<file path="config.mk">
export PLATFORM = sky130hd
export DESIGN_NAME = mem_port_arbiter
export DESIGN_NICKNAME = d
export VERILOG_FILES = /design/src/rtl/mem_port_arbiter_pkg.sv /design/src/rtl/mem_port_arbiter.sv
export SDC_FILE = /design/constraint.sdc
export NUM_CORES = 1
export LEC_CHECK = 0
export CORE_ASPECT_RATIO = 0.75
export CORE_MARGIN = 10
export CORE_UTILIZATION = 46
export CTS_BUF_LIST = sky130_fd_sc_hd__clkbuf_8
export DETAILED_ROUTE_END_ITERATION = 10
export DONT_BUFFER_PORTS = 1
export GPL_TIMING_DRIVEN = 0
export PLACE_DENSITY_LB_ADDON = 0.05
export REMOVE_ABC_BUFFERS = 1
export SLEW_MARGIN = 20
export SYNTH_ARGS = -nofsm -noshare
export SYNTH_HDL_FRONTEND = slang
export SYNTH_SLANG_ARGS = --single-unit
</file>
<file path="constraint.sdc">
create_clock -name CLK -period 3 [get_ports CLK]
set_input_delay 0.6 -clock CLK [delete_from_list [all_inputs] [get_ports CLK]]
set_output_delay 0.6 -clock CLK [all_outputs]
set_load 0.05 [all_outputs]
</file>
<file path="src/rtl/mem_port_arbiter_pkg.sv">
// Shared constants for the CPU / I/O-DMA memory port arbiter:
// FSM state encodings, grant codes and the wait-state counter width.
package mem_port_arbiter_pkg;

  typedef enum logic [1:0] {
    IDLE   = 2'd0,
    ACCESS = 2'd1,
    DONE   = 2'd2
  } state_t;

  typedef enum logic [1:0] {
    GRANT_NONE = 2'b00,
    GRANT_CPU  = 2'b01,
    GRANT_IO   = 2'b10
  } grant_t;

  localparam int unsigned CNT_W = 4;

endpackage

</file>
<file path="src/rtl/mem_port_arbiter.sv">
// Round-robin arbiter sharing one memory port between a CPU and an I/O-DMA
// requester; each access strobes memory for WAIT_STATES cycles, then acks.
module mem_port_arbiter
  import mem_port_arbiter_pkg::*;
#(
  parameter int unsigned WAIT_STATES = 1
) (
  input  logic        CLK,
  input  logic        Reset,
  input  logic        cpu_req,
  input  logic        cpu_we,
  input  logic [15:0] cpu_addr,
  input  logic [15:0] cpu_wdata,
  output logic        cpu_ack,
  output logic [15:0] cpu_rdata,
  input  logic        io_req,
  input  logic        io_we,
  input  logic [15:0] io_addr,
  input  logic [15:0] io_wdata,
  output logic        io_ack,
  output logic [15:0] io_rdata,
  output logic [15:0] mem_addr,
  output logic [15:0] mem_wdata,
  output logic        mem_re,
  output logic        mem_we,
  input  logic [15:0] mem_rdata,
  output logic [1:0]  grant,
  output logic        busy
);

  state_t            state, state_next;
  grant_t            grant_q;
  logic              last_io;
  logic              we_q;
  logic [15:0]       addr_q, wdata_q;
  logic [15:0]       cpu_rdata_q, io_rdata_q;
  logic [CNT_W-1:0]  cnt;
  logic              take, pick_io;

  always_ff @(posedge CLK or posedge Reset) begin
    if (Reset) state <= IDLE;
    else       state <= state_next;
  end

  always_comb begin
    state_next = state;
    take       = 1'b0;
    pick_io    = 1'b0;
    mem_re     = 1'b0;
    mem_we     = 1'b0;
    cpu_ack    = 1'b0;
    io_ack     = 1'b0;
    busy       = (state != IDLE);
    case (state)
      IDLE: begin
        if (cpu_req || io_req) begin
          take       = 1'b1;
          // On a tie the side not served last wins; last_io starts at IO.
          pick_io    = io_req && (!cpu_req || !last_io);
          state_next = ACCESS;
        end
      end
      ACCESS: begin
        mem_re = !we_q;
        mem_we = we_q;
        if (cnt == '0) state_next = DONE;
      end
      DONE: begin
        cpu_ack    = (grant_q == GRANT_CPU);
        io_ack     = (grant_q == GRANT_IO);
        state_next = IDLE;
      end
      default: state_next = IDLE;
    endcase
  end

  always_ff @(posedge CLK or posedge Reset) begin
    if (Reset) begin
      grant_q     <= GRANT_NONE;
      last_io     <= 1'b1;
      we_q        <= 1'b0;
      addr_q      <= '0;
      wdata_q     <= '0;
      cnt         <= '0;
      cpu_rdata_q <= '0;
      io_rdata_q  <= '0;
    end else begin
      case (state)
        IDLE: begin
          if (take) begin
            grant_q <= pick_io ? GRANT_IO : GRANT_CPU;
            addr_q  <= pick_io ? io_addr  : cpu_addr;
            wdata_q <= pick_io ? io_wdata : cpu_wdata;
            we_q    <= pick_io ? io_we    : cpu_we;
            cnt     <= CNT_W'(WAIT_STATES - 1);
          end
        end
        ACCESS: begin
          if (cnt == '0) begin
            if (!we_q) begin
              if (grant_q == GRANT_IO) io_rdata_q  <= mem_rdata;
              else                     cpu_rdata_q <= mem_rdata;
            end
          end else begin
            cnt <= cnt - 1'b1;
          end
        end
        DONE: begin
          last_io <= (grant_q == GRANT_IO);
          grant_q <= GRANT_NONE;
        end
        default: ;
      endcase
    end
  end

  assign grant     = grant_q;
  assign mem_addr  = addr_q;
  assign mem_wdata = wdata_q;
  assign cpu_rdata = cpu_rdata_q;
  assign io_rdata  = io_rdata_q;

endmodule

</file>
Word-level counts from Yosys, hierarchy flattened. Index checks and enable logic that the tools add are counted.

Equal/unequal tests: 8. Muxes and demuxes: 20. Add/subtract/negate cells: 1. Bitwise operators: 2. Reduce and logical (&&, ||, !) cells: 17.

Operators by type and width (count): 16-bit 2-to-1 mux (2); 1-bit 2-to-1 mux (9); 2-bit 2-to-1 mux (4); 4-bit 2-to-1 mux (2); 2-bit inequality test, second input constant (4); 2-bit case mux with 2 select lines (2); 4-bit case mux with 2 select lines (1); 4-bit AND reduction (2); 2-bit AND reduction (3); 2-bit nonzero test (3); 2-bit by 1-bit == test with 1-bit output, second input constant (2); 2-bit == test, second input constant (2); 4-bit logical NOT (1); 4-bit by 1-bit subtractor with 4-bit output, second input constant (1); 1-bit logical NOT (3); 3-bit AND reduction (1); 2-bit logical NOT (1); 1-bit logical OR (2); 1-bit inverter (2); 1-bit logical AND (1).

Flip-flop bits (word level): 74. Logic and storage cells: 57. Input bits: 86. Output and inout port bits: 71.

Longest topological paths before layout.
Depth in word-level cells: 8. Depth in mapped cells: 7. Mapped depth without buffers: 5.

Worst setup path before layout. OpenSTA, ideal clock, no wires.

Kind: reg-to-output. From: register grant_q[0] (netlist: grant[0]). To: output cpu_ack. Data required time: 2.400 ns. Path slack: 0.546 ns. Buffers on the path: 0. Cell stages (with the launch flop): 2. Arrival: 1.854 ns. Cell sequence: dfrtp_1 -> nor3b_1.

Cells in the longest elaborated chain, start to end: 2.

Ends and longest elaborated chain: start: declaration (RTL line mem_port_arbiter.sv:32) `grant_t grant_q;`; start signal: assignment (RTL line mem_port_arbiter.sv:91) `grant_q <= pick_io ? GRANT_IO : GRANT_CPU;`; 2-bit by 1-bit == test with 1-bit output (RTL line mem_port_arbiter.sv:69) `cpu_ack = (grant_q == GRANT_CPU);`; 1-bit 2-to-1 mux (RTL line mem_port_arbiter.sv:54) `case (state)`; end: declaration (RTL line mem_port_arbiter.sv:14) `output logic cpu_ack,`.

No other way between the ends.

Worst setup path after layout.
From: register grant_q[1] (netlist: grant[1]). To: output io_ack.

Cells in the longest elaborated chain, start to end: 2.

Ends and longest elaborated chain: 2-bit == test (RTL line mem_port_arbiter.sv:70) `io_ack = (grant_q == GRANT_IO);`; 1-bit 2-to-1 mux (RTL line mem_port_arbiter.sv:54); end: declaration (RTL line mem_port_arbiter.sv:20) `output logic io_ack,`.

No other way between the ends.

==> flow_metrics.env <==
export IMPL_endpoint_kind="primary output"
export IMPL_placed_area_um2=3510
export IMPL_synth_compound_area_share_pct=20.1
export IMPL_synth_top_family_by_area="compound AO/OA/AOI/OAI gates"
export IMPL_finalSetupViolCount=0
export IMPL_timing_rr_start="state[0]$_DFFE_PP0P_"
export IMPL_yosysWarnings=0
export IMPL_cpPeakStageDelay_ns=0.85
export IMPL_status="complete, no violations"
export IMPL_synth_cells=272
export IMPL_route_detailed_wl_per_inst_um=26.0
export IMPL_clock_fmax_mhz=371
export IMPL_cts_resized=0
export IMPL_grt_pass1_wl_um=14800
export IMPL_critPathRequiredTime_ns=2.40
export IMPL_stdcell_area_um2=3720
export IMPL_post_cts_buffers=0
export IMPL_start_kind="flip-flop"
export IMPL_fin_util_pct=53.4
export IMPL_arrival_ns=2.09
export IMPL_min_path_type="in2async"
export IMPL_layout_drive_gt1_share_pct=20.8
export IMPL_r2r_slack_ns=0.66
export IMPL_synth_area_leaders="dfrtp_1, mux2_2, a32oi_1"
export IMPL_drt_total_wl_um=9550
export IMPL_critPathMaxFanout=4
export IMPL_path_class="reg2out"
export IMPL_remaining_drc_errors=0
export IMPL_grtUsageTotal_pct=16.6
export IMPL_synth_commonest_cells="dfrtp_1, a21oi_1, a32oi_1, mux2_2, o2bb2ai_1"
export IMPL_synth_mux_area_share_pct=11.6
export IMPL_h_tree_depth=3
export IMPL_grt_pass1_vias=2477
export IMPL_antenna_found_initial=0
export IMPL_port_buffers=0
export IMPL_root_buffer="clkbuf_8"
export IMPL_clk_pin_slew_worst_paths_ns=0.08
export IMPL_yosysTopAreaCell="dfrtp_1"
export IMPL_worstPathCellList="nand2b_1, nor2_1"
export IMPL_hold_violations=0
export IMPL_dieArea_um2=11200
export IMPL_fp_dieH_um=94.1
export IMPL_synth_cell_type_count=35
export IMPL_holdBufCountCts=0
export IMPL_ys_seq_elements=74
export IMPL_async_reset_ff_share_pct=100
export IMPL_drtIter0Drc=226
export IMPL_rows=26
export IMPL_r2r_end="cpu_rdata[5]$_DFFE_PP0P_"
export IMPL_final_setup_skew_ns=0.00962
export IMPL_antenna_left=0
export IMPL_fin_nets=352
export IMPL_core_area_um2=6960
export IMPL_cts_buffers=9
export IMPL_rsz0062_at_grt="no"
export IMPL_fin_hold_ws_ns=0.109
export IMPL_fin_crit_ns=2.69
export IMPL_reg2regPathDepth=3
export IMPL_slew_headroom_pct=29.6
export IMPL_synthSimpleGateAreaFrac_pct=8.92
export IMPL_ys_seq_area_share_pct=55.0
export IMPL_netlist_area_leader_share_pct=54.2
export IMPL_drt_pass1_iterations=4
export IMPL_initial_core_util_pct=48.4
export IMPL_die_w_um=119
export IMPL_finalMaxSlewViolations=0
export IMPL_clock_sinks=74
export IMPL_grt_max_degree=50
export IMPL_vias=2340
export IMPL_hpwl_um=6800
export IMPL_cp_slowest_cell="nor2_1"
export IMPL_synth_edf_count=0
export IMPL_via_per_inst=6.36
export IMPL_clockBufferDepth=2
export IMPL_cts_tree="done"
export IMPL_area_delta_synth_final_pct=10.3
export IMPL_fill_cells=616
export IMPL_seq_area_um2=1850
export IMPL_synth_adder_area_share_pct=0.743
export IMPL_multi_input_area_um2=1420
export IMPL_synth_flop_cell="dfrtp_1"
export IMPL_place_gp_congestion=0.712
export IMPL_pin_count=157
export IMPL_yosysMostFrequentCell="dfrtp_1"
export IMPL_synth_area_per_cell_um2=12.4
export IMPL_fin_crit_sh_pct=89.8
export IMPL_cap_viol_max_count=0
export IMPL_overflow=0
export IMPL_synth_area_um2=3370
export IMPL_worstMarginPinSlew_ns=1.05
export IMPL_synth_xor_area_share_pct=0
export IMPL_clk_latency_ns=0.34
[worst max path at each step]
stage / from / endpoint / depth (start not counted)
finish: grant[1]$_DFFE_PP0P_ / io_ack / 2
global route: grant[1]$_DFFE_PP0P_ / io_ack / 2
CTS: grant[1]$_DFFE_PP0P_ / io_ack / 2
detailed placement: state[0]$_DFFE_PP0P_ / cpu_rdata[4]$_DFFE_PP0P_ / 3
global placement: state[1]$_DFFE_PP0P_ / mem_addr[13]$_DFFE_PP0P_ / 3
floorplan: state[1]$_DFFE_PP0P_ / mem_addr[11]$_DFFE_PP0P_ / 3
[cells in the final DEF (no fill, tap or decap), types with 2 or more instances in the layout]
| cell type | instances |
|---|---|
| o21ai_0 | 3 |
| nand2b_1 | 4 |
| nor2_1 | 4 |
| and3_1 | 20 |
| clkbuf_8 | 11 |
| nand3_1 | 3 |
| a21oi_1 | 23 |
| mux2_1 | 10 |
| ha_1 | 2 |
| nand2_1 | 2 |
| mux2i_1 | 2 |
| buf_16 | 2 |
| nor3b_2 | 2 |
| buf_6 | 2 |
| a221o_1 | 10 |
| dfrtp_1 | 73 |
| mux2_2 | 23 |
| inv_1 | 4 |
| nor3b_4 | 2 |
| clkinvlp_4 | 2 |
| o2bb2ai_1 | 23 |
| a32oi_1 | 23 |
[through the flow]
stage	setup TNS (ns)	setup slack (ns)	instances
after global routing	0	0.144	367
after CTS	0	0.245	367
final	0	0.306	368
after global placement	-78.97	-1.53	346
after floorplan	0	0.0114	248
after detailed placement	0	0.628	351
[layout make-up]
| cell class | count | area share (%) |
|---|---|---|
| multi-input combinational | 170 | 38.3 |
| timing repair buffer | 5 | 2.49 |
| clock inverter | 5 | 1.45 |
| sequential | 74 | 49.9 |
| tap | 98 | 3.30 |
| inverter | 4 | 0.471 |
| antenna | 1 | 0.0673 |
| clock buffer | 11 | 4.07 |
[flip-flops by register name (all words and copies together) (netlist names)]
register,flops
cnt,4
cpu_rdata,16
grant,2
io_rdata,16
last_io,1
mem_addr,16
mem_wdata,16
state,2
we_q,1
[per-layer routing]
metal  share of wire [%]  track usage (%)  up-vias
li1                    -                -     1035
met1                  39             19.1     1201
met2                  49             26.0       96
met3                  11             8.83        8
met4                 1.2             5.98        0
met5                   0                0        -
[cell families after synthesis]
logic type | count (synthesis)
buffers and inverters | 28
flip-flops | 74
adder cells (fa/ha/maj) | 2
multiplexers | 35
AND/OR/NAND/NOR | 46
AO/OA/AOI/OAI | 87
[worst max-delay path, delay by kind of cell (launching register included)]
| kind | cells | cell delay (ns) |
|---|---|---|
| flip-flops | 1 | 0.70 |
| AND/OR/NAND/NOR | 2 | 1.06 |
Power is left out: the tool's default activity adds up to more than one toggle a clock period on the data nets, which glitch-free logic cannot reach.
